<file path="src/rtl/eth_ingress_buf_if.sv">
// Ingress-buffer bus: MAC-side packet words in, switch-port words and error counters out.
// The master drives the source side and portStall; the slave is the buffer itself.
interface eth_ingress_buf_if #(
    parameter int unsigned CNTW = 16
);
    logic [31:0]     srcData;
    logic            srcValid;
    logic            srcSop;
    logic            srcEop;
    logic            portStall;
    logic [31:0]     inData;
    logic            inValid;
    logic            inSop;
    logic            inEop;
    logic [CNTW-1:0] dropCnt;
    logic [CNTW-1:0] errCnt;

    modport master (
        output srcData, srcValid, srcSop, srcEop, portStall,
        input  inData, inValid, inSop, inEop, dropCnt, errCnt
    );

    modport slave (
        input  srcData, srcValid, srcSop, srcEop, portStall,
        output inData, inValid, inSop, inEop, dropCnt, errCnt
    );
endinterface

</file>
<file path="src/rtl/eth_ingress_buf.sv">
// Store-and-forward Ethernet ingress buffer: packets are written speculatively, committed on
// eop, dropped when space runs out, and issued to the switch port only once complete.
module eth_ingress_buf #(
    parameter int unsigned DEPTH = 64,
    parameter int unsigned CNTW  = 16
) (
    input logic             clk,
    input logic             reset,
    eth_ingress_buf_if.slave bus
);
    localparam int unsigned AW = $clog2(DEPTH);
    localparam int unsigned CW = AW + 1;
    localparam logic [CW-1:0] DepthW = CW'(DEPTH);

    typedef enum logic [1:0] {StIdle, StSend, StLast} rdStateT;

    logic [33:0]     mem [DEPTH];
    logic [AW-1:0]   wrPtrQ, specPtrQ, rdPtrQ;
    logic [CW-1:0]   wordCntQ, specCntQ, pktCntQ;
    logic            openQ, dropQ;
    logic [CNTW-1:0] dropCntQ, errCntQ;
    rdStateT         stateQ;
    logic [31:0]     inDataQ;
    logic            inValidQ, inSopQ, inEopQ;

    logic            startPkt, full, wrEn, commit, errInc, dropInc, openD, dropD;
    logic            rdFire, pktDec;
    logic [AW-1:0]   basePtr, specPtrD;
    logic [CW-1:0]   baseCnt, specCntD, commitLen, wordCntD;
    logic [33:0]     rdWord;

    assign rdFire = (stateQ == StSend) && !bus.portStall;
    assign pktDec = (stateQ == StLast);
    assign rdWord = mem[rdPtrQ];

    // A new sop always restarts from the committed pointer, which also aborts any open packet.
    always_comb begin
        startPkt  = bus.srcValid && bus.srcSop;
        basePtr   = startPkt ? wrPtrQ : specPtrQ;
        baseCnt   = startPkt ? '0 : specCntQ;
        commitLen = baseCnt + CW'(1);
        full      = (wordCntQ + baseCnt) == DepthW;
        wrEn      = 1'b0;
        commit    = 1'b0;
        errInc    = 1'b0;
        dropInc   = 1'b0;
        openD     = openQ;
        dropD     = dropQ;
        specPtrD  = specPtrQ;
        specCntD  = specCntQ;
        if (bus.srcValid) begin
            if (!bus.srcSop && !openQ) begin
                errInc = 1'b1;
            end else if (!bus.srcSop && dropQ) begin
                if (bus.srcEop) begin
                    openD = 1'b0;
                    dropD = 1'b0;
                end
            end else begin
                errInc = startPkt && openQ;
                if (full) begin
                    dropInc  = 1'b1;
                    specPtrD = wrPtrQ;
                    specCntD = '0;
                    openD    = !bus.srcEop;
                    dropD    = !bus.srcEop;
                end else begin
                    wrEn     = 1'b1;
                    commit   = bus.srcEop;
                    specPtrD = basePtr + AW'(1);
                    specCntD = bus.srcEop ? '0 : commitLen;
                    openD    = !bus.srcEop;
                    dropD    = 1'b0;
                end
            end
        end
        wordCntD = wordCntQ + (commit ? commitLen : '0) - (rdFire ? CW'(1) : '0);
    end

    always_ff @(posedge clk) begin
        if (wrEn) begin
            mem[basePtr] <= {bus.srcSop, bus.srcEop, bus.srcData};
        end
    end

    always_ff @(posedge clk) begin
        if (reset) begin
            wrPtrQ   <= '0;
            specPtrQ <= '0;
            wordCntQ <= '0;
            specCntQ <= '0;
            pktCntQ  <= '0;
            openQ    <= 1'b0;
            dropQ    <= 1'b0;
            dropCntQ <= '0;
            errCntQ  <= '0;
        end else begin
            openQ    <= openD;
            dropQ    <= dropD;
            specPtrQ <= specPtrD;
            specCntQ <= specCntD;
            wordCntQ <= wordCntD;
            if (commit) begin
                wrPtrQ <= specPtrD;
            end
            if (commit && !pktDec) begin
                pktCntQ <= pktCntQ + CW'(1);
            end else if (!commit && pktDec) begin
                pktCntQ <= pktCntQ - CW'(1);
            end
            if (dropInc && (dropCntQ != '1)) begin
                dropCntQ <= dropCntQ + CNTW'(1);
            end
            if (errInc && (errCntQ != '1)) begin
                errCntQ <= errCntQ + CNTW'(1);
            end
        end
    end

    // Read side: outputs are registered; inData only changes when a word is issued.
    always_ff @(posedge clk) begin
        if (reset) begin
            stateQ   <= StIdle;
            rdPtrQ   <= '0;
            inDataQ  <= '0;
            inValidQ <= 1'b0;
            inSopQ   <= 1'b0;
            inEopQ   <= 1'b0;
        end else begin
            inValidQ <= 1'b0;
            inSopQ   <= 1'b0;
            inEopQ   <= 1'b0;
            unique case (stateQ)
                StIdle: begin
                    if (pktCntQ != '0) begin
                        stateQ <= StSend;
                    end
                end
                StSend: begin
                    if (!bus.portStall) begin
                        inValidQ <= 1'b1;
                        inSopQ   <= rdWord[33];
                        inEopQ   <= rdWord[32];
                        inDataQ  <= rdWord[31:0];
                        rdPtrQ   <= rdPtrQ + AW'(1);
                        if (rdWord[32]) begin
                            stateQ <= StLast;
                        end
                    end
                end
                StLast: stateQ <= StIdle;
                default: stateQ <= StIdle;
            endcase
        end
    end

    assign bus.inData  = inDataQ;
    assign bus.inValid = inValidQ;
    assign bus.inSop   = inSopQ;
    assign bus.inEop   = inEopQ;
    assign bus.dropCnt = dropCntQ;
    assign bus.errCnt  = errCntQ;
endmodule

</file>
<file path="src/flat_wrapper.sv">
// flat-port wrapper written by rule: the top's interface ports become plain ports
module eth_ingress_buf_flat 
#(
    parameter int unsigned DEPTH = 64,
    parameter int unsigned CNTW  = 16
)
  (clk, reset, bus_srcData, bus_srcValid, bus_srcSop, bus_srcEop, bus_portStall, bus_inData, bus_inValid, bus_inSop, bus_inEop, bus_dropCnt, bus_errCnt);
  eth_ingress_buf_if #(.CNTW(CNTW)) bus_i ();
  input logic clk;
  input logic reset;
  input wire logic [$bits(bus_i.srcData)-1:0] bus_srcData;
  input wire logic [$bits(bus_i.srcValid)-1:0] bus_srcValid;
  input wire logic [$bits(bus_i.srcSop)-1:0] bus_srcSop;
  input wire logic [$bits(bus_i.srcEop)-1:0] bus_srcEop;
  input wire logic [$bits(bus_i.portStall)-1:0] bus_portStall;
  output wire logic [$bits(bus_i.inData)-1:0] bus_inData;
  output wire logic [$bits(bus_i.inValid)-1:0] bus_inValid;
  output wire logic [$bits(bus_i.inSop)-1:0] bus_inSop;
  output wire logic [$bits(bus_i.inEop)-1:0] bus_inEop;
  output wire logic [$bits(bus_i.dropCnt)-1:0] bus_dropCnt;
  output wire logic [$bits(bus_i.errCnt)-1:0] bus_errCnt;
  assign bus_i.srcData = bus_srcData;
  assign bus_i.srcValid = bus_srcValid;
  assign bus_i.srcSop = bus_srcSop;
  assign bus_i.srcEop = bus_srcEop;
  assign bus_i.portStall = bus_portStall;
  assign bus_inData = bus_i.inData;
  assign bus_inValid = bus_i.inValid;
  assign bus_inSop = bus_i.inSop;
  assign bus_inEop = bus_i.inEop;
  assign bus_dropCnt = bus_i.dropCnt;
  assign bus_errCnt = bus_i.errCnt;
  eth_ingress_buf #(.DEPTH(DEPTH), .CNTW(CNTW)) u_core (.clk(clk), .reset(reset), .bus(bus_i));
endmodule
</file>
<file path="config.mk">
export PLATFORM = sky130hd
export DESIGN_NAME = eth_ingress_buf_flat
export DESIGN_NICKNAME = d
export VERILOG_FILES = /design/src/rtl/eth_ingress_buf_if.sv /design/src/rtl/eth_ingress_buf.sv /design/src/flat_wrapper.sv
export SDC_FILE = /design/constraint.sdc
export NUM_CORES = 2
export LEC_CHECK = 0
export CORE_ASPECT_RATIO = 1.1
export CORE_MARGIN = 3
export CORE_UTILIZATION = 53
export CTS_CLUSTER_SIZE = 20
export DETAILED_ROUTE_END_ITERATION = 8
export PLACE_DENSITY_LB_ADDON = 0.05
export SKIP_CTS_REPAIR_TIMING = 1
export SYNTH_ARGS = -nofsm -noshare
export SYNTH_HDL_FRONTEND = slang
export SYNTH_SLANG_ARGS = --single-unit
</file>
<file path="constraint.sdc">
create_clock -name clk -period 12.9 [get_ports clk]
set_clock_uncertainty 0.05 [all_clocks]
set_input_delay 2.58 -clock clk [delete_from_list [all_inputs] [get_ports clk]]
set_output_delay 2.58 -clock clk [all_outputs]
set_load 0.03 [all_outputs]
</file>
==> results.tsv <==
stage	metric	value	unit
synth	Mapped Cells	3864	
route	final antenna-violating net count	0	
min_path	Hold Crit Class	reg -> reg	
clock_tree	CTS max path bufs	3	
route	vias	41800	
global_route	largest net degree at the start of global routing	138	
synth	Commonest cells post-synth	2176 x edfxtp_1, 713 x mux4_2, 127 x nor2_1	
sta	Least-Margin Pin Slew	1.36	ns
clock_tree	CTS tree	done	
setup_path	critical path arrival	8.49	ns
final_layout	Syn-to-layout area delta	12.9	%
setup_path	element type at the critical path end	register	
clock_tree	CTS Sinks	2292	
floorplanning	die height	434	um
route	Routed WL	231000	um
floorplanning	Starting Density	53.5	%
flow_run	Max Cap Viol	0	
clock_tree	TritonCTS Buffers	221	
synth	number of synthesized register bits	2292	
sta	Max Slew Vio Count	0	
floorplanning	Die ar.	172000	sq um
sta	Slew Limit Headroom	9.26	%
synth	top-count cell post-synth	edfxtp_1	
synth	syn avg cell area	22.9	sq um
clock_tree	clk slew on worst S/H paths	0.06	ns
synth	synthesized area	88300	sq um
synth	sequential cell area fraction in the yosys report	76.6	%
sta	fin crit share	60.7	%
route	vias per inst	6.41	
route	drt wl/cell	35.4	um
synth	Synth area leader	edfxtp_1	
global_route	number of global-route vias before repair	42100	
final_layout	Final Net Count	4174	
sta	setup violators final	0	
final_layout	Sequential Area	67700	sq um
setup_path	Worst setup SP type	primary input	
synth	top cells by area, synth	edfxtp_1 74%, mux4_2 18%, dfxtp_1 2.6%	
sta	fmax	0.128	GHz
floorplanning	core area	165000	sq um
placed_design	Final Wtd Congestion	0.860	
setup_path	Crit Path Max Fanout	23	
sta	Min Clock Period, post-route	7.83	ns
final_layout	# fillers	11400	
power	Pleak	29.9	nW
synth	number of distinct library cells after synthesis	56	
final_layout	layout cell share with drive strength beyond 1	29.8	%
synth	Primary FF master, synth	edfxtp_1	
route	DR DRC count	0	
global_route	total track usage	27.4	%
sta	RSZ-0062 raised after global routing	false	
clock_tree	Clk Latency, worst-skew pair	0.86	ns
synth	number of synthesized flops with an enable pin	2176	
status	run status	finished clean	
floorplanning	row cnt	156	
route	1st-pass router iterations	6	
global_route	grt ovf	0	
synth	post-synth top area share	74.0	%
setup_path	Reg2Reg Setup Slack	7.48	ns
power	Peak VDD IR	0.146	mV
sta	setup TNS	0	ns
floorplanning	Die Wd	395	um
sta	WHS	0.412	ns
power	power density cells	166	nW/um^2
setup_path	critical path class	in -> reg	
sta	Hold Fails Final Rpt	0	
clock_tree	H-tree Lvls	4	
synth	ys async rst share	0	%
clock_tree	CTS root buf	clkbuf_16	
synth	syn_nets	3931	
global_route	first-pass GRT wire length	328000	um
setup_path	CP required	13.56	ns
floorplanning	Top Ports	105	
final_layout	Multi-input gate area	20100	sq um
global_route	initial antenna violation count	19	
route	Detailed Route Iter0 Violations	5126	
placed_design	Port Buffers	104	
synth	Yosys warnings	0	
placed_design	Post-DP HPWL	139000	um
-- registers in the layout (all words and copies together), names as in the netlist, 6 cells and up, named ones only --
| signal | flops |
|---|---|
| u_core.wordCntQ | 7 |
| u_core.specCntQ | 7 |
| u_core.bus.dropCnt | 16 |
| u_core.bus.errCnt | 16 |
| u_core.pktCntQ | 7 |
| u_core.rdPtrQ | 6 |
| u_core.specPtrQ | 6 |
| u_core.mem | 2176 |
| u_core.wrPtrQ | 6 |
| u_core.bus.inData | 32 |
-- cell type report --
cell class	count	share of cell area [%]
sequential	2292	67.9
clock buffer	279	5.98
timing repair buffer	226	1.86
inverter	31	0.117
tap	2212	2.78
antenna	6	0.0151
multi-input combinational	1335	20.2
clock inverter	130	1.17
-- worst max-delay path, cell delays in order --
cell and delay, ns:
clkdlybuf4s50_1 0.56, nand2_1 0.13, buf_4 0.32, and2_1 0.24, ha_1 0.27, o21ai_0 0.14, a21oi_1 0.29, a21o_1 0.17
mux2_2 0.33, and4_1 0.23, nand2_2 0.09, nand3_1 0.10, inv_1 0.49, ha_1 0.35, inv_1 0.15, ha_1 0.35
nor2b_1 0.16, o21ai_0 0.25, a21boi_0 0.18, o21a_1 0.22, or3_1 0.35, a21oi_1 0.26, xnor2_1 0.16, nor2_1 0.06
-- layer usage --
layer / global-route usage [%] / part of all wire (%)
met2: 44.7 / 50
met1: 38.1 / 39
met3: 5.22 / 7.9
met5: 0 / 0.0056
met4: 8.35 / 3.1
-- cells in the final DEF (no fill, tap or decap), types with 6 or more instances in the layout --
cell	count
edfxtp_1	2176
mux4_2	713
clkbuf_16	228
buf_4	127
nand2_1	124
dfxtp_1	110
nor2_1	79
clkdlybuf4s50_1	69
a21oi_1	68
clkinv_2	51
nor2_4	48
clkinv_1	42
clkbuf_1	41
nand3_1	34
inv_1	30
ha_1	27
xnor2_1	26
buf_2	26
nand4_1	23
bufinv_16	20
xor2_1	17
nor3_2	16
mux2i_1	14
nor3_1	12
o21ai_0	12
or4_1	12
nor2b_1	11
or3_1	10
a21o_1	9
o31ai_1	9
clkinvlp_4	9
and2_1	7
diode_2	6
mux2_2	6
nor4_1	6
-- stage by stage --
step           total power [W]  cell area, sq um  std cells  util [%]  setup WS (ns)
2_1_floorplan          0.00965             88300       3864         -           4.59
3_3_place_gp            0.0104             92500       6095      56.1           4.61
3_5_place_dp            0.0104             92500       6095      56.1           4.31
4_1_cts                 0.0167             99600       6504      60.4           5.21
5_1_grt                 0.0171             99600       6505      60.4           4.69
6_report                0.0166             99600       6511      60.4           5.07
-- power by group --
part | leakage [nW] | internal, W | switching [W] | total (W)
combinational | 5.87 | 0.000850 | 0.00110 | 0.00195
sequential | 20.5 | 0.00820 | 0.0000620 | 0.00826
clock | 3.51 | 0.00365 | 0.00271 | 0.00637
-- final timing paths --
kind | start | endpoint | depth (start not counted)
worst max-delay path | bus_srcValid | u_core.pktCntQ[6] | 24
worst min-delay path | u_core.bus.inData[15] | u_core.bus.inData[15] | 2
worst max register to register | u_core.specCntQ[0] | u_core.pktCntQ[6] | 21
worst min register to register | u_core.bus.inData[15] | u_core.bus.inData[15] | 2
-- cell families (layout without fill, tap and decap cells) --
group	after synthesis	count (layout)	share of synthesized area, %
DFF	2292	2292	76.6
muxes	733	733	18.4
and+or+nand+nor	396	396	2.04
buffers and inverters	237	666	1.12
AOI/OAI and AO/OA	134	134	0.934
xor gates and xnor gates	43	43	0.427
adders and majority gates	29	29	0.428
other	0	6	0
Power figures use the tool's default switching activity.
